--- config.mk ---
export PLATFORM = sky130hd
export DESIGN_NAME = mem_bus_ctrl
export DESIGN_NICKNAME = d
export VERILOG_FILES = /design/src/rtl/mem_bus_ctrl.sv
export SDC_FILE = /design/constraint.sdc
export NUM_CORES = 1
export LEC_CHECK = 0
export ABC_AREA = 1
export CORE_MARGIN = 2
export CORE_UTILIZATION = 47
export CTS_CLUSTER_DIAMETER = 50
export DETAILED_ROUTE_END_ITERATION = 8
export GPL_TIMING_DRIVEN = 0
export HOLD_SLACK_MARGIN = 0.1
export PLACE_DENSITY = 0.85
export SETUP_SLACK_MARGIN = 0.1
export SYNTH_ARGS = -nofsm -noshare
export SYNTH_HDL_FRONTEND = slang
export SYNTH_SLANG_ARGS = --single-unit
--- constraint.sdc ---
create_clock -name clk -period 3.1 [get_ports clk]
set_clock_uncertainty 0.2 [all_clocks]
set_input_delay 0.465 -clock clk [delete_from_list [all_inputs] [get_ports clk]]
set_output_delay 0.465 -clock clk [all_outputs]
set_load 0.1 [all_outputs]
--- src/rtl/mem_bus_ctrl.sv ---
// Memory bus controller: turns single-cycle CPU read/write strobes into a held mem_req/mem_ack handshake.
// Optional macro MEM_ALIGN_CHECK_EN: when defined, a word access at an odd address faults instead of being forced even.
module mem_bus_ctrl #(
    parameter int unsigned WAIT_MAX = 15
) (
    input  logic        clk,
    input  logic        rst_n,
    input  logic [15:0] MAB_in,
    input  logic [15:0] MDB_out,
    input  logic        BW,
    input  logic        MEM_RD,
    input  logic        MEM_WR,
    output logic        BUSY,
    output logic [15:0] MDB_in,
    output logic        DONE,
    output logic        ERR,
    output logic        mem_req,
    output logic        mem_we,
    output logic [15:0] mem_addr,
    output logic [15:0] mem_wdata,
    output logic [1:0]  mem_be,
    input  logic [15:0] mem_rdata,
    input  logic        mem_ack
);

    localparam logic [1:0] ST_IDLE = 2'd0;
    localparam logic [1:0] ST_REQ  = 2'd1;
    localparam logic [1:0] ST_FIN  = 2'd2;

    // Counter value seen during the last REQ cycle allowed before timeout.
    localparam logic [7:0] WAIT_LAST = 8'(WAIT_MAX - 1);

    logic [1:0]  state_reg,    state_next;
    logic [7:0]  wait_cnt_reg, wait_cnt_next;
    logic [15:0] addr_reg,     addr_next;
    logic [15:0] wdata_reg,    wdata_next;
    logic [1:0]  be_reg,       be_next;
    logic        we_reg,       we_next;
    logic        byte_reg,     byte_next;
    logic        hi_lane_reg,  hi_lane_next;
    logic [15:0] rdata_reg,    rdata_next;
    logic        done_reg,     done_next;
    logic        err_reg,      err_next;

    logic [1:0]  be_sel;
    logic [15:0] wdata_sel;
    logic [7:0]  rd_byte;
    logic        start;
    logic        conflict;
    logic        misalign;

    // Per-lane enable and write data; byte writes replicate the low byte onto both lanes.
    generate
        for (genvar gi = 0; gi < 2; gi++) begin : g_lane
            assign be_sel[gi]           = ~BW | (MAB_in[0] == 1'(gi));
            assign wdata_sel[gi*8 +: 8] = BW ? MDB_out[7:0] : MDB_out[gi*8 +: 8];
        end
    endgenerate

    assign rd_byte  = hi_lane_reg ? mem_rdata[15:8] : mem_rdata[7:0];
    assign start    = MEM_RD | MEM_WR;
    assign conflict = MEM_RD & MEM_WR;

`ifdef MEM_ALIGN_CHECK_EN
    assign misalign = ~BW & MAB_in[0];
`else
    assign misalign = 1'b0;
`endif

    always_comb begin
        state_next    = state_reg;
        wait_cnt_next = wait_cnt_reg;
        addr_next     = addr_reg;
        wdata_next    = wdata_reg;
        be_next       = be_reg;
        we_next       = we_reg;
        byte_next     = byte_reg;
        hi_lane_next  = hi_lane_reg;
        rdata_next    = rdata_reg;
        done_next     = 1'b0;
        err_next      = 1'b0;

        case (state_reg)
            ST_REQ: begin
                // Ack has priority over a timeout expiring in the same cycle.
                if (mem_ack) begin
                    state_next = ST_FIN;
                    done_next  = 1'b1;
                    if (!we_reg) begin
                        rdata_next = byte_reg ? {8'h00, rd_byte} : mem_rdata;
                    end
                end else if (wait_cnt_reg >= WAIT_LAST) begin
                    state_next = ST_FIN;
                    done_next  = 1'b1;
                    err_next   = 1'b1;
                end else begin
                    wait_cnt_next = wait_cnt_reg + 8'd1;
                end
            end
            default: begin
                // IDLE and FIN both accept a new start; FIN otherwise falls back to IDLE.
                state_next = ST_IDLE;
                if (start) begin
                    addr_next    = {MAB_in[15:1], 1'b0};
                    wdata_next   = wdata_sel;
                    be_next      = be_sel;
                    we_next      = MEM_WR & ~MEM_RD;
                    byte_next    = BW;
                    hi_lane_next = MAB_in[0];
                    if (conflict || misalign) begin
                        state_next = ST_FIN;
                        done_next  = 1'b1;
                        err_next   = 1'b1;
                    end else begin
                        state_next    = ST_REQ;
                        wait_cnt_next = 8'd0;
                    end
                end
            end
        endcase
    end

    always_ff @(posedge clk or negedge rst_n) begin
        if (!rst_n) begin
            state_reg    <= ST_IDLE;
            wait_cnt_reg <= 8'd0;
            addr_reg     <= 16'h0000;
            wdata_reg    <= 16'h0000;
            be_reg       <= 2'b00;
            we_reg       <= 1'b0;
            byte_reg     <= 1'b0;
            hi_lane_reg  <= 1'b0;
            rdata_reg    <= 16'h0000;
            done_reg     <= 1'b0;
            err_reg      <= 1'b0;
        end else begin
            state_reg    <= state_next;
            wait_cnt_reg <= wait_cnt_next;
            addr_reg     <= addr_next;
            wdata_reg    <= wdata_next;
            be_reg       <= be_next;
            we_reg       <= we_next;
            byte_reg     <= byte_next;
            hi_lane_reg  <= hi_lane_next;
            rdata_reg    <= rdata_next;
            done_reg     <= done_next;
            err_reg      <= err_next;
        end
    end

    // Request and busy decode straight from the state register so reset drops them at once.
    assign BUSY      = (state_reg == ST_REQ);
    assign mem_req   = (state_reg == ST_REQ);
    assign mem_we    = we_reg;
    assign mem_addr  = addr_reg;
    assign mem_wdata = wdata_reg;
    assign mem_be    = be_reg;
    assign MDB_in    = rdata_reg;
    assign DONE      = done_reg;
    assign ERR       = err_reg;

endmodule

### Word level (Yosys, flattened, before mapping)

Cells that the tools add are included.

| storage, ports and cells | value |
|---|---|
| input bits | 54 |
| output and inout bits | 55 |
| register bits after elaboration | 64 |
| logic and storage cells | 52 |

| cells by class | value |
|---|---|
| add/subtract/negate cells | 1 |
| multiplexer cells | 20 |
| bitwise operators | 10 |
| reduce and logical (&&, ||, !) cells | 4 |
| $lt $le $gt $ge | 1 |
| eq/ne operators | 5 |

Operators by type and width:

| kind | count |
|---|---|
| two-way mux 8 bit | 7 |
| two-way mux 16 bit | 1 |
| two-way mux 2 bit | 5 |
| adder 8 x 1 -> 8 bit (second input constant) | 1 |
| greater-or-equal comparator 8 x 4 -> 1 bit (second input constant) | 1 |
| two-way mux 1 bit | 7 |
| inequality test 2 bit (second input constant) | 3 |
| inverter 1 bit | 5 |
| AND reduction 4 bit | 1 |
| inequality test 3 x 1 -> 1 bit (second input constant) | 1 |
| OR 1 bit | 3 |
| AND reduction 3 bit | 1 |
| bitwise AND 1 bit | 2 |
| == test 2 x 1 -> 1 bit (second input constant) | 1 |
| AND reduction 2 bit | 1 |
| nonzero test 2 bit | 1 |

### Depth between registers and ports, before layout

| logic depth | value |
|---|---|
| word-level depth | 4 |
| depth in mapped cells | 9 |
| depth with buffers taken out | 9 |

### Worst setup path after synthesis

Ideal clock, no wire load.

| timing | value |
|---|---|
| path kind | register -> output |
| start point | register state_reg[1] |
| end point | output mem_req |
| arrival | 1.392 ns |
| setup slack | 1.043 ns |
| data required time | 2.435 ns |
| buffers on the path | 1 |
| cell stages (with the launch flop) | 3 |
| cells stage by stage | dfrtp_1 -> nor2_4 -> buf_4 |

| on the way | value |
|---|---|
| word-level cells in the longest chain between the ends | 1 |

Ends and longest elaborated chain:

| item | line | source |
|---|---|---|
| start: declaration | 33 | `logic [1:0] state_reg, state_next;` |
| start signal: assignment | 137 | `state_reg <= state_next;` |
| == test 2 x 1 -> 1 bit | n/a |  |
| end: declaration | 17 | `output logic mem_req,` |

No other way between the ends.

### Worst setup path after layout

| timing | value |
|---|---|
| start point | register state_reg[1] |
| end point | output mem_req |

| on the way | value |
|---|---|
| word-level cells in the longest chain between the ends | 1 |

Ends and longest elaborated chain:

| item | line | source |
|---|---|---|
| == test 2 x 1 -> 1 bit | 153 | `assign mem_req = (state_reg == ST_REQ);` |

No other way between the ends.

==> results list <==
* Remaining max-slew budget at the tightest pin: 32.9%
* Status: complete, no violations
- Boundary Pins: 109
- Antenna violations before repair: 0
- TritonCTS built the clock tree.
- Final HPWL from detailed placement: 5070 um
* Setup Viol. Count Final: 0
- The tool flagged a number of max-cap violations equal to 0.
- CP cell instances: nor2_4, buf_4, clkdlybuf4s50_1
- Global-route usage over all layers: 21.8%
- After detailed routing, the average wire length per cell comes to 13.0 um.
* Leading cell type in the layout, fill and taps excluded: nand2_1
* Signal arrival time at the worst endpoint: 2.24 ns
- During synthesis, Yosys emitted a total of 0 warnings.
- The detail route stage leaves a number of antenna-violating nets equal to 0.
- The worst setup path is launched from a register.
- CP bufs+invs: 2
- Cell depth of the worst min-delay path: 2
- Pin count of the biggest net entering global routing: 65
- In this run, distinct cell masters in the synthesized netlist total 25.
- For this run, design rule violations remaining after detail routing come to 0.
* Pre-CTS WS: 0.556 ns
- Part of the cycle the worst path needs: 93.6%
- Number of rows in the core area: 28
- Broken down by cell family, the worst path's largest delay share belongs to buffers and inverters.
- Input and output buffers added on the ports amount to 107.
- Clk_lat worst skew: 0.33 ns
- The routed design has 6910 um of wire.
* Buffer levels on the longest clock path: 2
- Data required time of the worst path: 2.43 ns
- Compared with the post-synthesis result, the final layout area differs by 48.5%.
- Post-synth design cell area: 2850 sq um
- The post-route netlist has 7.86% of its cells at a drive strength greater than 1.
- Overall die width: 81.8 um
* Vias after detailed routing: 2588
- For this design, the slowest cell found on the critical path is clkdlybuf4s50_1.
- Number of cells on the worst reg-to-reg path: 9
- The clock net in this run drives a total of 64 sinks.
- In this design, the stage delay of the slowest critical-path cell is 1.12 ns.
- The floorplan step defined a core boundary enclosing 5890 sq um.
- At the pin with the least slew margin, the transition time is 1.00 ns.
* Via count normalized by instance count: 4.86
- The number of hold violations in the final report came to 0.
- Count of TritonRoute iterations in the first routing pass: 4
- Final weighted congestion of routability-driven global placement: 0.780
- Hold WC Path Type: reg -> reg
* Cells resized by post-CTS repair: 0
* H-tree depth: 3
- Share of the yosys chip area belonging to registers: 56.3%
- Cell chosen for the clock root: clkbuf_8
- Die area: 6690 sq um
* Post-synthesis instance total: 334
- After the first detailed-routing iteration, the DRC count stood at 143.
- Synthesized netlist net count: 393
- Number of global-route vias before repair: 2459
- After clock tree synthesis, the clock-pin slew on the worst setup and hold paths is 0.07 ns.
- The final-report max-slew violation count came to 0.
* Initial Utilization: 48.3%
- Levels on crit path: 3
- Number of buffers created by CTS: 9
* Worst Setup Path Type: reg -> out
* Maximum net fanout on the critical path: 7
- Antenna diode count: 0
- Global routing finished with a remaining overflow of 0.
- Overall die height: 81.8 um
* RSZ-0062 raised after global routing: no
- Worst Setup Slack, final: 0.199 ns
* Nets: 512
* Mean Syn Cell Area: 8.52 sq um
- Seq cells post-synth: 64
- STA classifies the critical path endpoint as an output pin.
* Wire length of the first global-routing pass: 10900 um
* Commonest cells after routing, fill and taps aside: 140 x nand2_1, 106 x clkdlybuf4s50_1, 64 x dfrtp_1, 24 x inv_1, 22 x nor2_1
- Derived from the worst setup path, the maximum achievable clock frequency is 345 MHz.
- Post-layout min period: 2.90 ns
- The filler cells instantiated in the layout total 472.
[what timing repair did]
action	in CTS	in global routing
endpoints found under the hold margin	64	0
hold buffers	1	0
setup buffers	0	0
setup endpoints to repair	0	0
[cell usage after synthesis]
cell type | number | share of area [%]
nand2_1 | 140 | 18
dfrtp_1 | 64 | 56
inv_1 | 24 | 3.2
nor2_1 | 22 | 2.9
nand3_1 | 16 | 2.8
o21ai_1 | 11 | 1.9
a31oi_1 | 10 | 2.2
o211ai_1 | 8 | 2.1
o21ai_0 | 8 | 1.4
buf_2 | 6 | 1.1
ha_1 | 5 | 2.2
buf_6 | 3 | 1.2
clkbuf_1 | 3 | 0.40
buf_4 | 2 | 0.53
inv_2 | 2 | 0.26
clkinv_1 | 1 | 0.13
conb_1 | 1 | 0.13
nand2_2 | 1 | 0.22
nand2_4 | 1 | 0.40
nand3_2 | 1 | 0.35
nand4_1 | 1 | 0.22
nor2_2 | 1 | 0.22
nor2_4 | 1 | 0.40
nor2_8 | 1 | 0.70
xnor2_1 | 1 | 0.31
[cells by family (layout without fill, tap and decap cells)]
group	after synthesis	after routing	synth area share, %
compound gates	37	37	7.65
xor+xnor	1	1	0.308
fa+ha+maj	5	5	2.20
buf+inv	41	165	6.73
flops	64	64	56.3
other cells	1	1	0.132
simple gates	185	185	26.7
[cell type report]
cell class	count	area [sq um]	area share (%)
Buffer	14	90.1	2.13
Clock buffer	11	151	3.58
Clock inverter	5	55.1	1.30
Inverter	27	101	2.40
Multi-Input combinational cell	229	1050	24.9
Sequential cell	64	1600	37.9
Tap cell	75	93.8	2.22
Timing Repair Buffer	108	1080	25.5
[per-stage QoR]
step / instance area, sq um / instances / utilization (%) / hold slack, ns / TNS [ns]
after floorplan: 2850 / 334 / - / -0.0306 / 0
after global placement: 4010 / 516 / 68.1 / 0.255 / -44.53
after detailed placement: 4010 / 516 / 68.1 / 0.258 / 0
after CTS: 4220 / 533 / 71.8 / 0.275 / 0
after global routing: 4220 / 533 / 71.8 / 0.294 / 0
final: 4220 / 533 / 71.8 / 0.270 / 0
[metal layers]
metal  vias up  share of wire, %  track usage, %
met5         -                 0               0
met4         0               2.1            11.5
met3        12               8.3            5.82
met2       106                47            34.9
met1      1178                42            26.9
li1       1292                 -               -
[final timing paths]
path	start	to	slack, ns
setup / recovery	state_reg[1]	mem_req	0.20
min in group asynchronous	rst_n	MDB_in[4]	0.55
hold reg to reg	mem_addr[2]	mem_addr[2]	0.27
setup reg to reg	wait_cnt_reg[0]	wait_cnt_reg[0]	1.45
max in group asynchronous	rst_n	mem_addr[13]	1.61
hold / removal	mem_addr[2]	mem_addr[2]	0.27
[worst reg2reg max path: cells and delay by family (launching register included)]
family	cells	cell delay (ns)
simple gates	6	0.68
flops	1	0.42
fa+ha+maj	1	0.19
buf+inv	2	0.11
Power is not shown: default switching activity piles up to over one toggle a cycle in this logic, so the estimate is an artifact.
